<file path="config.mk">
export PLATFORM = sky130hd
export DESIGN_NAME = sdram_burst_packer
export DESIGN_NICKNAME = d
export VERILOG_FILES = /design/src/rtl/sdram_burst_packer.sv
export SDC_FILE = /design/constraint.sdc
export NUM_CORES = 1
export LEC_CHECK = 0
export ABC_AREA = 1
export CORE_MARGIN = 3
export CORE_UTILIZATION = 45
export DETAILED_ROUTE_END_ITERATION = 8
export PLACE_DENSITY = 0.7
export SLEW_MARGIN = 20
export SYNTH_ARGS = -nofsm -noshare
export SYNTH_HDL_FRONTEND = slang
export SYNTH_SLANG_ARGS = --single-unit
</file>
<file path="constraint.sdc">
create_clock -name clk -period 26.2 [get_ports clk]
set_clock_uncertainty 0.1 [all_clocks]
set_input_delay 7.86 -clock clk [delete_from_list [all_inputs] [get_ports clk]]
set_output_delay 7.86 -clock clk [all_outputs]
set_load 0.02 [all_outputs]
</file>
<file path="src/rtl/sdram_burst_packer.sv">
// Client front end for a BL8 SDRAM controller: packs single-word writes into masked
// 8-word line writes, forwards reads as 8-word bursts and schedules auto-refresh.
module sdram_burst_packer #(
    parameter int DATA_W         = 16,
    parameter int ADDR_W         = 24,
    parameter int REFRESH_CYCLES = 1250,
    parameter int FLUSH_TIMEOUT  = 64
) (
    input  logic              clk,
    input  logic              rst,
    input  logic              ctrl_ready,
    input  logic              wr_valid,
    output logic              wr_ready,
    input  logic [ADDR_W-1:0] wr_addr,
    input  logic [DATA_W-1:0] wr_data,
    input  logic              rd_valid,
    output logic              rd_ready,
    input  logic [ADDR_W-1:0] rd_addr,
    output logic              rd_data_valid,
    output logic [DATA_W-1:0] rd_data,
    output logic              req_valid,
    input  logic              req_ready,
    output logic              req_we,
    output logic              req_refresh,
    output logic [ADDR_W-1:0] req_addr,
    output logic [7:0]        req_wmask,
    output logic [DATA_W-1:0] req_wdata,
    input  logic              req_wdata_next,
    input  logic              resp_valid,
    input  logic [DATA_W-1:0] resp_data,
    output logic              refresh_err
);
    localparam int TAG_W = ADDR_W - 3;
    localparam int RC_W  = $clog2(REFRESH_CYCLES);
    localparam int IC_W  = $clog2(FLUSH_TIMEOUT + 1);

    typedef enum logic [2:0] {
        S_IDLE, S_REFRESH, S_FLUSH_REQ, S_FLUSH_DATA, S_RD_REQ, S_RD_DATA
    } state_t;

    state_t            state_reg, state_next;
    logic [DATA_W-1:0] line_reg [8];
    logic [7:0]        mask_reg, mask_next;
    logic [TAG_W-1:0]  tag_reg;
    logic [2:0]        beat_reg;
    logic [ADDR_W-1:0] rd_addr_reg;
    logic [RC_W-1:0]   ref_cnt_reg;
    logic [3:0]        debt_reg, debt_next;
    logic [IC_W-1:0]   idle_cnt_reg;
    logic              ctrl_ready_reg;
    logic [DATA_W-1:0] rd_data_reg;
    logic              rd_data_valid_reg;
    logic              refresh_err_reg;

    logic tag_hit, wr_accept, rd_accept, flush_trig, flush_done, rd_done;
    logic expire, ref_hs, req_hs;

    // Registered ctrl_ready keeps the handshake readies low while rst is asserted.
    assign tag_hit    = (tag_reg == wr_addr[ADDR_W-1:3]);
    assign wr_ready   = (state_reg == S_IDLE) && ctrl_ready_reg && ((mask_reg == 8'h00) || tag_hit);
    assign rd_ready   = (state_reg == S_IDLE) && ctrl_ready_reg && (mask_reg == 8'h00) && (debt_reg == 4'd0);
    assign wr_accept  = wr_valid && wr_ready;
    assign rd_accept  = rd_valid && rd_ready;
    assign flush_trig = (mask_reg != 8'h00) &&
                        ((mask_reg == 8'hFF) || (wr_valid && !tag_hit) || rd_valid ||
                         (idle_cnt_reg == IC_W'(FLUSH_TIMEOUT)));
    assign flush_done = (state_reg == S_FLUSH_DATA) && req_wdata_next && (beat_reg == 3'd7);
    assign rd_done    = (state_reg == S_RD_DATA) && resp_valid && (beat_reg == 3'd7);
    assign expire     = ctrl_ready_reg && (ref_cnt_reg == '0);
    assign ref_hs     = (state_reg == S_REFRESH) && req_ready;
    assign req_hs     = req_valid && req_ready;

    always_ff @(posedge clk or posedge rst) begin
        if (rst) state_reg <= S_IDLE;
        else     state_reg <= state_next;
    end

    always_comb begin
        state_next = state_reg;
        case (state_reg)
            S_IDLE: begin
                if (ctrl_ready_reg) begin
                    if (debt_reg != 4'd0)  state_next = S_REFRESH;
                    else if (flush_trig)   state_next = S_FLUSH_REQ;
                    else if (rd_accept)    state_next = S_RD_REQ;
                end
            end
            S_REFRESH:    if (req_ready)  state_next = S_IDLE;
            S_FLUSH_REQ:  if (req_ready)  state_next = S_FLUSH_DATA;
            S_FLUSH_DATA: if (flush_done) state_next = S_IDLE;
            S_RD_REQ:     if (req_ready)  state_next = S_RD_DATA;
            S_RD_DATA:    if (rd_done)    state_next = S_IDLE;
            default:                      state_next = S_IDLE;
        endcase
    end

    always_comb begin
        req_valid   = 1'b0;
        req_we      = 1'b0;
        req_refresh = 1'b0;
        req_addr    = '0;
        req_wmask   = 8'h00;
        req_wdata   = '0;
        case (state_reg)
            S_REFRESH: begin
                req_valid   = 1'b1;
                req_refresh = 1'b1;
            end
            S_FLUSH_REQ: begin
                req_valid = 1'b1;
                req_we    = 1'b1;
                req_addr  = {tag_reg, 3'b000};
                req_wmask = mask_reg;
            end
            S_FLUSH_DATA: req_wdata = line_reg[beat_reg];
            S_RD_REQ: begin
                req_valid = 1'b1;
                req_addr  = {rd_addr_reg[ADDR_W-1:3], 3'b000};
            end
            default: ;
        endcase
    end

    genvar gi;
    generate
        for (gi = 0; gi < 8; gi++) begin : g_slot
            always_ff @(posedge clk or posedge rst) begin
                if (rst)
                    line_reg[gi] <= '0;
                else if (wr_accept && (wr_addr[2:0] == 3'(gi)))
                    line_reg[gi] <= wr_data;
            end
        end
    endgenerate

    always_comb begin
        mask_next = mask_reg;
        if (flush_done)
            mask_next = 8'h00;
        else if (wr_accept)
            mask_next[wr_addr[2:0]] = 1'b1;
    end

    // Simultaneous expiry and refresh handshake cancel out.
    always_comb begin
        debt_next = debt_reg;
        if (expire && !ref_hs) begin
            if (debt_reg != 4'd8) debt_next = debt_reg + 4'd1;
        end else if (ref_hs && !expire) begin
            debt_next = debt_reg - 4'd1;
        end
    end

    always_ff @(posedge clk or posedge rst) begin
        if (rst) begin
            mask_reg          <= 8'h00;
            tag_reg           <= '0;
            beat_reg          <= 3'd0;
            rd_addr_reg       <= '0;
            ref_cnt_reg       <= RC_W'(REFRESH_CYCLES - 1);
            debt_reg          <= 4'd0;
            idle_cnt_reg      <= '0;
            ctrl_ready_reg    <= 1'b0;
            rd_data_reg       <= '0;
            rd_data_valid_reg <= 1'b0;
            refresh_err_reg   <= 1'b0;
        end else begin
            ctrl_ready_reg <= ctrl_ready;
            mask_reg       <= mask_next;
            debt_reg       <= debt_next;
            if (wr_accept) tag_reg     <= wr_addr[ADDR_W-1:3];
            if (rd_accept) rd_addr_reg <= rd_addr;
            if (debt_next == 4'd8) refresh_err_reg <= 1'b1;

            if (ctrl_ready_reg)
                ref_cnt_reg <= expire ? RC_W'(REFRESH_CYCLES - 1) : ref_cnt_reg - 1'b1;

            if (mask_reg == 8'h00 || wr_accept)
                idle_cnt_reg <= '0;
            else if (state_reg == S_IDLE && idle_cnt_reg != IC_W'(FLUSH_TIMEOUT))
                idle_cnt_reg <= idle_cnt_reg + 1'b1;

            if (req_hs && !req_refresh)
                beat_reg <= 3'd0;
            else if ((state_reg == S_FLUSH_DATA && req_wdata_next) ||
                     (state_reg == S_RD_DATA && resp_valid))
                beat_reg <= beat_reg + 3'd1;

            rd_data_valid_reg <= 1'b0;
            if (state_reg == S_RD_DATA && resp_valid && beat_reg == rd_addr_reg[2:0]) begin
                rd_data_reg       <= resp_data;
                rd_data_valid_reg <= 1'b1;
            end
        end
    end

    assign rd_data       = rd_data_reg;
    assign rd_data_valid = rd_data_valid_reg;
    assign refresh_err   = refresh_err_reg;

endmodule
</file>
==> results.md <==
- Combinational Power Share: between 20 and 30%
- Worst path arrival time: 9820 ps
- Clock power frac: 34.1%
- Leak pwr: ~6.4 nW
- Number of diodes: 0
- Final Max Tran Viols: 0
- Ys Warns: 0
- Total negative slack: 0 ps
- Place WS: approximately 8400 ps
- Area Overhead vs Synth: 23.9%
- Sequential-to-total area share from yosys stat: ~52%
- Critical Path RT: 18240 ps
- Cell Int Power: 0.719 mW
- Root Buffer: clkbuf_16
- Sequential power share: 38.1%
- Hold path depth: 2
- Crit end category: output pin
- Min Tclk post-route: 17780 ps
- Filler cells: roughly 2200
- CP Max Fanout: 3
- Hold-fix buffers at CTS: 0
- Initial core utilization: between 40% and 50%
- Clk Latency, worst-skew pair: 510 ps
- Fin crit share: 67.9%
- Chip height: 162 µm
- RSZ-0062 raised after global routing: no
- Worst Slack Setup Final: 8420 ps
- Gp weighted congestion: 0.853
- Wire per inst: 15.3 µm
- Final ANT Viol Nets: 0
- Number of global-route vias before repair: 9059
- Post-synth EDFFs: 0
- Top_reg_cell synth: dfrtp_1
- Final Hold Viols: 0
- Num CTS Buffers: 25
- Actual slew at the worst max-slew pin: 1070 ps
- Hold_sp: refresh_err$_DFFE_PP0N_
- Synth Cell Area: 10900 µm²
- Most common cell after layout, fill and taps aside: nand2_1
- R2r setup slk: 23240 ps
- I/O pins: around 160
- DR iter-0 viols: 805
- Via Count: approximately 9500
- Worst vdd ir: ~0.000050 V
- Setup Viol. Count Final: 0
- CP Class: input port to output pin
- H-tree depth: 1
- Max-slew headroom at the worst pin: 28.6%
- Worst setup SP type: input port
- First-pass iteration count of the detailed router: 5
- Nets: ~1600
- Port bufs: 155
- Min Hold Slack: 361 ps
- Syn avg cell area: 7.93 µm²
- CTS tree: yes
- Netlist cell types: 37
- Pwr Density: 79.2 nW/µm²
- Max cap viols: 0
- Ys async rst share: 100%
- Routed wire length: 28.2 mm
- Setup Buffers After CTS: 0
- Clk buf depth: 3
- Sw Share: 32.8%
- DIE AREA: 26100 µm²
- Post-DP HPWL: 17.8 mm
- Die X: 162 µm
- Worst reg-to-reg path cell count: 8
- Clk sink count: around 230
- Final core utilization: between 50 and 60%
- GRT Overall Usage: 21.7%
- Layout cell share with drive strength beyond 1: between 4 and 5%
- Initial antenna violation count: 0
- Final Total Pwr: 1.07 mW
- Post-cts resize count: 0
- Synthesized flop and latch total: about 230
- Gr ovfl total: 0
- First-pass GRT wire length: 46.9 mm
- Core area: 23600 µm²
- Sw Pwr: 0.352 mW
- Reg-to-reg startpoint: beat_reg[1]$_DFFE_PP0P_
- Post-Synthesis Cells: 1376
- Status: completed
- Via density: 5.15
- Crit. Startpoint: wr_addr[3]
- DR DRC count: 0
- Pin count of the biggest net entering global routing: 89
- Commonest cells after routing, fill and taps aside: nand2_1, o21ai_0, dfrtp_1
- Number of flip-flops in the largest register: 128
- Worst Hold Class: flop to flop
- Max Clk Rate: 56.3 MHz
- Std-Cell Rows: 56
- Worst-path clk slew: 60 ps
[cell families (layout without fill, tap and decap cells)]
kind of cell    Yosys count  after routing  synth area share [%]
simple gates            558            558                  20.8
mux                       2              2                 0.184
flops                   228            228                  52.4
buf+inv                 231            374                  8.36
other cells               1              3                0.0344
fa+ha+maj                 7              7                 0.803
compound gates          335            335                  16.3
xor+xnor                 14             14                  1.12
[cell usage after synthesis, types with 2 or more instances]
cell type	count	area, µm²
nand4_1	5	31.3
nand3b_1	2	15.0
o22ai_1	37	231
nor3_1	7	35.0
clkbuf_1	45	169
o21ai_1	29	145
buf_2	16	80.1
o31ai_1	3	22.5
nor2_1	157	589
inv_2	5	18.8
nand3_2	2	20.0
xor2_1	8	70.1
mux2i_1	2	20.0
nand3_1	36	180
buf_4	3	22.5
xnor2_1	6	52.6
clkbuf_2	5	25.0
a31oi_1	16	100
dfstp_2	5	131
a21oi_1	13	65.1
o21ai_0	230	1150
nand3_4	4	70.1
dfrtp_1	223	5580
ha_1	7	87.6
nand2_2	2	12.5
nand2_1	340	1280
o2111ai_1	5	43.8
inv_1	154	578
[through the flow]
stage,cell area [µm²],cells
6_report,13500,1840
5_1_grt,13500,1840
4_1_cts,13500,1840
3_5_place_dp,12700,1794
3_3_place_gp,12700,1794
2_1_floorplan,10900,1378
[power groups by stage]
| stage | Clock (mW) | Sequential (mW) | Combinational [mW] |
|---|---|---|---|
| 2_1_floorplan | 0 | 0.415 | 0.197 |
| 3_3_place_gp | 0 | 0.413 | 0.294 |
| 3_5_place_dp | 0 | 0.414 | 0.299 |
| 4_1_cts | 0.373 | 0.408 | 0.300 |
| 5_1_grt | 0.388 | 0.413 | 0.338 |
| 6_report | 0.365 | 0.408 | 0.298 |
[critical path, cell delays in order]
cell and delay (ps):
clkdlybuf4s50_1 500, nand2_1 70, inv_1 60, nor2_1 30
nor2_1 90, nand2_1 80, nor2_1 170, nand3_2 150
o21ai_0 180, clkdlybuf4s50_1 640
[worst paths after layout]
| kind | endpoint |
|---|---|
| max in group asynchronous | beat_reg[0]$_DFFE_PP0P_ |
| worst min-delay path | refresh_err$_DFFE_PP0N_ |
| min in group asynchronous | rd_data[12]$_DFFE_PP0P_ |
| worst max-delay path | wr_ready |
| worst max register to register | rd_data[13]$_DFFE_PP0P_ |
| worst min register to register | refresh_err$_DFFE_PP0N_ |
[final cells by class]
cell class	instances	area, µm²	area share, %
Tap cell	319	399	2.95
Timing Repair Buffer	168	1650	12.2
Sequential cell	228	5710	42.3
Multi-Input combinational cell	919	4290	31.7
Clock buffer	35	693	5.13
Clock inverter	11	161	1.19
Inverter	160	608	4.50
[layer usage]
layer | up-vias | GRT usage [%] | part of all wire, % | routed length [µm]
met3 | 33 | 3.37 | 7.0 | 1960
li1 | 4673 | - | - | -
met1 | 4464 | 32.0 | 46 | 13000
met5 | - | 0 | 0 | 0
met4 | 0 | 4.19 | 1.5 | 413
met2 | 302 | 34.4 | 45 | 12800
Power figures use the tool's default switching activity.
